[config.mk]
export PLATFORM = sky130hd
export DESIGN_NAME = element_diff_acc_flat
export DESIGN_NICKNAME = d
export VERILOG_FILES = /design/src/rtl/element_diff_acc_pkg.sv /design/src/rtl/element_diff_acc_if.sv /design/src/rtl/element_diff_acc_abs16.sv /design/src/rtl/element_diff_acc.sv /design/src/flat_wrapper.sv
export SDC_FILE = /design/constraint.sdc
export NUM_CORES = 1
export LEC_CHECK = 0
export ABC_CLOCK_PERIOD_IN_PS = 13800
export BUFFER_PORTS_ARGS = -buffer_cell sky130_fd_sc_hd__buf_2
export CAP_MARGIN = 20
export CORE_ASPECT_RATIO = 1.2
export CORE_MARGIN = 2
export CORE_UTILIZATION = 62
export DETAILED_ROUTE_END_ITERATION = 12
export MAX_ROUTING_LAYER = met4
export PLACE_DENSITY = 0.94
export SETUP_SLACK_MARGIN = 0.02
export SLEW_MARGIN = 40
export SYNTH_ARGS = -nofsm -noshare
export SYNTH_HDL_FRONTEND = slang
export SYNTH_SLANG_ARGS = --single-unit
[constraint.sdc]
create_clock -name clk -period 13.8 [get_ports clk]
set_input_delay 2.76 -clock clk [delete_from_list [all_inputs] [get_ports clk]]
set_output_delay 2.76 -clock clk [all_outputs]
set_load 0.01 [all_outputs]
[src/rtl/element_diff_acc_pkg.sv]
`default_nettype none
// ============================================================================
// Module   : element_diff_acc_pkg
// Brief    : Shared types and defaults for the |difference| frame accumulator.
// Revision : 1.0
// ============================================================================
package element_diff_acc_pkg;

  localparam int D_W        = 16;
  localparam int SUM_W_DEF  = 20;
  localparam int N_ELEM_DEF = 16;

  typedef enum logic [1:0] {
    IDLE = 2'd0,
    ACC  = 2'd1,
    DONE = 2'd2
  } state_t;

endpackage
`default_nettype wire

[src/rtl/element_diff_acc_if.sv]
`default_nettype none
// ============================================================================
// Module   : element_diff_acc_if
// Brief    : Input stream, result handshake and status bundle for
//            element_diff_acc. The sat status exists only when
//            ELEMENT_DIFF_ACC_SAT_EN is defined.
// Revision : 1.0
// ============================================================================
interface element_diff_acc_if #(
  parameter int SUM_W = element_diff_acc_pkg::SUM_W_DEF
);
  import element_diff_acc_pkg::*;

  logic             start;
  logic             in_valid;
  logic             in_ready;
  logic [D_W-1:0]   d;
  logic [SUM_W-1:0] sum;
  logic             out_valid;
  logic             out_ready;
  logic             busy;
`ifdef ELEMENT_DIFF_ACC_SAT_EN
  logic             sat;
`endif

  modport master (
    output start, in_valid, d, out_ready,
    input  in_ready, sum, out_valid,
`ifdef ELEMENT_DIFF_ACC_SAT_EN
    input  sat,
`endif
    input  busy
  );

  modport slave (
    input  start, in_valid, d, out_ready,
    output in_ready, sum, out_valid,
`ifdef ELEMENT_DIFF_ACC_SAT_EN
    output sat,
`endif
    output busy
  );

endinterface
`default_nettype wire

[src/rtl/element_diff_acc_abs16.sv]
`default_nettype none
// ============================================================================
// Module   : element_diff_acc_abs16
// Brief    : Combinational two's-complement magnitude, gate level:
//            conditional invert followed by a ripple increment.
// Revision : 1.0
// ============================================================================
module element_diff_acc_abs16
  import element_diff_acc_pkg::*;
(
  input  logic [D_W-1:0] i_d,
  output logic [D_W-1:0] o_abs
);

  logic           w_sign;
  logic [D_W-1:0] w_inv;
  logic [D_W-1:0] w_c;

  assign w_sign = i_d[D_W-1];
  assign w_c[0] = w_sign;

  // The result is unsigned, so -32768 maps cleanly onto 0x8000.
  for (genvar gi = 0; gi < D_W; gi++) begin : g_bit
    assign w_inv[gi] = i_d[gi] ^ w_sign;
    assign o_abs[gi] = w_inv[gi] ^ w_c[gi];
    if (gi < D_W - 1) begin : g_carry
      assign w_c[gi+1] = w_inv[gi] & w_c[gi];
    end
  end

endmodule
`default_nettype wire

[src/rtl/element_diff_acc.sv]
`default_nettype none
// ============================================================================
// Module   : element_diff_acc
// Brief    : Sums |d| over N_ELEM elements per frame and hands the result
//            out over valid/ready. ELEMENT_DIFF_ACC_SAT_EN selects a
//            saturating accumulator with a sticky sat flag.
// Revision : 1.0
// ============================================================================
module element_diff_acc
  import element_diff_acc_pkg::*;
#(
  parameter int N_ELEM = N_ELEM_DEF,
  parameter int SUM_W  = SUM_W_DEF
) (
  input  logic           clk,
  input  logic           rst,
  element_diff_acc_if.slave bus
);

  localparam int               CNT_W  = $clog2(N_ELEM + 1);
  localparam logic [CNT_W-1:0] C_LAST = CNT_W'(N_ELEM - 1);

  state_t           r_state;
  state_t           w_state_nxt;
  logic [CNT_W-1:0] r_cnt;
  logic [SUM_W-1:0] r_acc;
  logic [SUM_W-1:0] r_sum;
  logic             r_out_valid;

  logic             w_in_ready;
  logic             w_busy;
  logic             w_xfer;
  logic             w_last;
  logic             w_start_ok;
  logic             w_done_hs;
  logic [D_W-1:0]   w_abs;
  logic [SUM_W-1:0] w_abs_ext;
  logic [SUM_W-1:0] w_acc_nxt;

  element_diff_acc_abs16 u_abs (
    .i_d   (bus.d),
    .o_abs (w_abs)
  );

  assign w_abs_ext  = SUM_W'(w_abs);
  assign w_xfer     = bus.in_valid && (r_state == ACC);
  assign w_last     = (r_cnt == C_LAST);
  assign w_start_ok = bus.start && (r_state == IDLE);
  assign w_done_hs  = r_out_valid && bus.out_ready;

`ifdef ELEMENT_DIFF_ACC_SAT_EN
  logic [SUM_W:0] w_add;
  logic           w_ovf;
  logic           r_sat;

  // Carry out of the add marks overflow; clamping keeps a saturated acc pinned.
  assign w_add     = {1'b0, r_acc} + {1'b0, w_abs_ext};
  assign w_ovf     = w_add[SUM_W];
  assign w_acc_nxt = w_ovf ? {SUM_W{1'b1}} : w_add[SUM_W-1:0];

  always_ff @(posedge clk) begin
    if (rst) begin
      r_sat <= 1'b0;
    end else if (w_start_ok) begin
      r_sat <= 1'b0;
    end else if (w_xfer && w_ovf) begin
      r_sat <= 1'b1;
    end
  end

  assign bus.sat = r_sat;
`else
  assign w_acc_nxt = r_acc + w_abs_ext;
`endif

  always_ff @(posedge clk) begin
    if (rst) begin
      r_state <= IDLE;
    end else begin
      r_state <= w_state_nxt;
    end
  end

  always_comb begin
    w_state_nxt = r_state;
    w_in_ready  = 1'b0;
    w_busy      = 1'b0;
    case (r_state)
      IDLE: begin
        if (bus.start) begin
          w_state_nxt = ACC;
        end
      end
      ACC: begin
        w_in_ready = 1'b1;
        w_busy     = 1'b1;
        if (bus.in_valid && w_last) begin
          w_state_nxt = DONE;
        end
      end
      DONE: begin
        w_busy = 1'b1;
        if (r_out_valid && bus.out_ready) begin
          w_state_nxt = IDLE;
        end
      end
      default: begin
        w_state_nxt = IDLE;
      end
    endcase
  end

  always_ff @(posedge clk) begin
    if (rst) begin
      r_cnt       <= '0;
      r_acc       <= '0;
      r_sum       <= '0;
      r_out_valid <= 1'b0;
    end else begin
      if (w_start_ok) begin
        r_cnt <= '0;
        r_acc <= '0;
      end
      if (w_xfer) begin
        r_cnt <= r_cnt + CNT_W'(1);
        r_acc <= w_acc_nxt;
        if (w_last) begin
          r_sum       <= w_acc_nxt;
          r_out_valid <= 1'b1;
        end
      end
      if (w_done_hs) begin
        r_out_valid <= 1'b0;
      end
    end
  end

  assign bus.in_ready  = w_in_ready;
  assign bus.busy      = w_busy;
  assign bus.sum       = r_sum;
  assign bus.out_valid = r_out_valid;

endmodule
`default_nettype wire

[src/flat_wrapper.sv]
// flat-port wrapper written by rule: the top's interface ports become plain ports
module element_diff_acc_flat import element_diff_acc_pkg::*;
#(
  parameter int N_ELEM = N_ELEM_DEF,
  parameter int SUM_W  = SUM_W_DEF
)
  (clk, rst, bus_start, bus_in_valid, bus_d, bus_out_ready, bus_in_ready, bus_sum, bus_out_valid, bus_busy);
  element_diff_acc_if #(.SUM_W(SUM_W)) bus_i ();
  input  logic clk;
  input  logic rst;
  input wire logic [$bits(bus_i.start)-1:0] bus_start;
  input wire logic [$bits(bus_i.in_valid)-1:0] bus_in_valid;
  input wire logic [$bits(bus_i.d)-1:0] bus_d;
  input wire logic [$bits(bus_i.out_ready)-1:0] bus_out_ready;
  output wire logic [$bits(bus_i.in_ready)-1:0] bus_in_ready;
  output wire logic [$bits(bus_i.sum)-1:0] bus_sum;
  output wire logic [$bits(bus_i.out_valid)-1:0] bus_out_valid;
  output wire logic [$bits(bus_i.busy)-1:0] bus_busy;
  assign bus_i.start = bus_start;
  assign bus_i.in_valid = bus_in_valid;
  assign bus_i.d = bus_d;
  assign bus_i.out_ready = bus_out_ready;
  assign bus_in_ready = bus_i.in_ready;
  assign bus_sum = bus_i.sum;
  assign bus_out_valid = bus_i.out_valid;
  assign bus_busy = bus_i.busy;
  element_diff_acc #(.N_ELEM(N_ELEM), .SUM_W(SUM_W)) u_core (.clk(clk), .rst(rst), .bus(bus_i));
endmodule
==> results.yml <==
clock_tree:
  clockRootBuffer: "clkbuf_8"
  numClockSinks: 48
  insertion_delay_ns: 0.31
  numCtsBuffers: 5
  cts_hold_buf: 0
  ctsResizeCount: 0
  cts_setup_buffers: 0
  cts.clk_slew.worst_paths_ns: 0.09
  htree_levels: 2
  clock_path_buffers: 2
  cts_tree: "built"
setup_path:
  slowest_delay_ns: 0.44
  worst_setup_path_end_kind: "flop"
  criticalPathCategory: "in2reg"
  crit_required_ns: 14.03
  cp.arrival_ns: 7.49
  critPathSlowestCell: "ha_1"
  crit_top_cell: "ha_1"
  worst-path-max-fanout: 15
  path_cells: "buf_2 > xor2_1 > ha_1 > ha_1 > ha_1 > ha_1 > ha_1 > ha_1 > ha_1 > ha_1 > ha_1 > ha_1 > ha_1 > ha_1 > ha_1 > ha_1 > ha_1 > o21ai_0 > nand2b_1 > o31a_2 > nand2b_1 > a21oi_1 > a311o_1 > o31ai_1"
  cp-start-kind: "primary input"
routing:
  wl_per_cell_microns: 15.9
  drc: 0
  drt_iter0_drc: 244
  final_antenna_net_count: 0
  vias: 2880
  drt-total-wl_microns: 7430
  drt_pass1_iterations: 5
  via_per_inst: 6.18
sta:
  hold_viol_final: 0
  post-route-period-util_pct: 52.6
  tns_ns: 0
  skew_ns: 0.00571
  min_period_ns: 7.26
  holdWs_ns: 0.455
  finalWorstSetupSlack_ns: 6.54
  rsz0062_at_grt: "false"
  timing.slew.headroom_pct: 43.6
  slew_violations: 0
  setup_viol: 0
  worst_pin_slew_ns: 0.845
  fmax_ghz: 0.138
place:
  post-place-ws_ns: 6.19
  placed_cells: 458
  dp_hpwl_microns: 5320
  place.gp.congestion: 0.916
  io_buffers: 43
global_routing:
  antenna_found_initial: 0
  grt_pass1_wl_microns: 12600
  grt_max_degree: 51
  grt_pass1_vias: 2868
  overflow: 0
  grt.total_usage_pct: 28.0
floorplanning:
  rows: 28
  die_w_microns: 69.5
  core_area_sq_mm: 0.00494
  die-area_sq_mm: 0.00574
  start_util_pct: 64.6
  die_height_microns: 82.6
  pin_count: 44
logic_synthesis:
  yosysWarnings: 0
  synth_area_sq_mm: 0.00319
  syn_nets: 433
  synth_mux_area_share_pct: 1.29
  synth_xor_area_share_pct: 6.87
  ys_dominant_reg_cell: "dfxtp_1"
  yosysSeqAreaShare_pct: 30.1
  synth-simple-area-share_pct: 20.5
  synth_top_family_by_area: "compound AO/OA/AOI/OAI gates"
  synthArstFlopShare_pct: 0
  syn_inst: 375
  synth.avg_cell_area_sq_um: 8.50
  synthAdderAreaFrac_pct: 14.8
  ys_types: 58
  synth-compound-area-share_pct: 23.2
  ys_seq_elements: 48
  synth_edf_count: 0
layout:
  drive_gt1_share_pct: 17.0
  num_antenna_cells: 0
  syn2layout_area_growth_pct: 10.6
  final_util_pct: 71.4
  nNetsFinal: 463
  nFillCells: 377
  fin_cells: 466
flow_run:
  drv.max_cap_violation_count: 0
power:
  irDropWorstVdd_mv: 0.100
  power.density_mw_per_mm2: 114
  power.leakage_nw: 1.61
run_status:
  status: "complete, no violations"
min_path:
  hp-class: "reg2reg"
[layer usage]
metal  up-vias  share of wire (%)  routed length [microns]  GRT usage [%]
met2        89                 52                     3900           51.1
met3        16                4.5                      338           5.46
met1      1358                 41                     3030           29.8
met4         0                2.2                      161           12.4
met5         -                  0                        0              -
li1       1417                  -                        -              -
[cell usage after synthesis (2+ instances only)]
cell | n | area, sq um
nor3_1 | 2 | 10.0
a21oi_1 | 29 | 145
o21ai_1 | 6 | 30.0
ha_1 | 36 | 450
inv_1 | 6 | 22.5
buf_2 | 3 | 15.0
and3_1 | 6 | 37.5
a211o_1 | 2 | 17.5
mux2i_1 | 3 | 30.0
a22o_1 | 4 | 35.0
nand2_1 | 47 | 176
a31oi_1 | 3 | 18.8
a21oi_2 | 5 | 43.8
dfxtp_1 | 48 | 961
nand3_1 | 11 | 55.1
a22oi_1 | 10 | 75.1
o21ai_0 | 11 | 55.1
nand3b_1 | 11 | 82.6
a311oi_1 | 2 | 17.5
a21o_1 | 9 | 67.6
buf_1 | 2 | 7.51
clkbuf_1 | 14 | 52.6
or4_1 | 2 | 15.0
nor2_1 | 32 | 120
nand4b_1 | 2 | 17.5
nor3b_1 | 2 | 15.0
nand2b_1 | 4 | 25.0
nor2b_1 | 3 | 18.8
nand4_1 | 3 | 18.8
a21boi_0 | 3 | 22.5
xnor2_1 | 8 | 70.1
a32o_1 | 2 | 20.0
xor2_1 | 17 | 149
or3_1 | 3 | 18.8
[flip-flops by register name (all words and copies together) (netlist names)]
register and count:
u_core.r_state 2, u_core.bus.out_valid 1, u_core.bus.sum 20, u_core.r_cnt 5
u_core.r_acc 20
[cells in the final DEF, fill, tap and decap left out, drive strengths merged, types with 2 or more instances in the layout]
cell type / count
a211o: 2
a21boi: 3
a21o: 9
a21oi: 34
a22o: 4
a22oi: 10
a311oi: 2
a31oi: 3
a32o: 2
a41o: 2
a41oi: 2
and2: 3
and3: 6
buf: 43
clkbuf: 6
dfxtp: 48
ha: 36
inv: 6
mux2i: 3
nand2: 47
nand2b: 4
nand3: 11
nand3b: 11
nand4: 3
nand4b: 2
nor2: 33
nor2b: 3
nor3: 2
nor3b: 2
o211ai: 2
o21ai: 18
o31ai: 2
or3: 3
or4: 2
xnor2: 8
xor2: 17
[report_power, final]
group	switching (W)	internal [W]	total (W)
Combinational	0.0000872	0.0000514	0.000139
Sequential	0.00000628	0.000147	0.000153
Clock	0.0000505	0.0000593	0.000110
Total	0.000144	0.000258	0.000402
[through the flow]
| step | cell area [sq um] | total power (W) |
|---|---|---|
| detailed placement | 3400 | 0.000291 |
| finish | 3530 | 0.000402 |
| floorplan | 3190 | 0.000262 |
| global route | 3530 | 0.000423 |
| CTS | 3520 | 0.000401 |
| global placement | 3400 | 0.000286 |
[critical path, delay by kind of cell]
kind                       cells  cell delay [ns]
and+or+nand+nor                2             0.26
adders and majority gates     15             3.08
buffers and inverters          1             0.32
xor gates and xnor gates       1             0.13
AOI/OAI and AO/OA              5             0.94
[worst paths after layout]
| kind | slack (ns) | cells after the start | startpoint | endpoint |
|---|---|---|---|---|
| setup / recovery | 6.54 | 24 | bus_d[15] | u_core.bus.sum[19]$_SDFFE_PP0P_ |
| hold / removal | 0.46 | 2 | u_core.r_acc[15]$_SDFFE_PP0P_ | u_core.r_acc[15]$_SDFFE_PP0P_ |
| setup reg to reg | 10.83 | 8 | u_core.r_state[1]$_SDFFE_PP0P_ | u_core.r_acc[19]$_SDFFE_PP0P_ |
| hold reg to reg | 0.46 | 2 | u_core.r_acc[15]$_SDFFE_PP0P_ | u_core.r_acc[15]$_SDFFE_PP0P_ |
[cell type report]
class / instances / area [sq um] / area share, %
well taps: 60 / 75.1 / 2.13
flip-flops and latches: 48 / 961 / 27.3
clock inverters: 2 / 38.8 / 1.10
clock buffers: 6 / 82.6 / 2.34
repair buffers: 43 / 218 / 6.17
inverters: 6 / 22.5 / 0.639
multi-input cells: 301 / 2130 / 60.4
[logic make-up (layout without fill, tap and decap cells)]
| family | Yosys count | in the layout |
|---|---|---|
| compound gates | 101 | 101 |
| xor+xnor | 25 | 25 |
| fa+ha+maj | 37 | 37 |
| buf+inv | 26 | 57 |
| flops | 48 | 48 |
| mux | 4 | 4 |
| simple gates | 134 | 134 |
No activity file was read; power rests on OpenSTA's default activity.
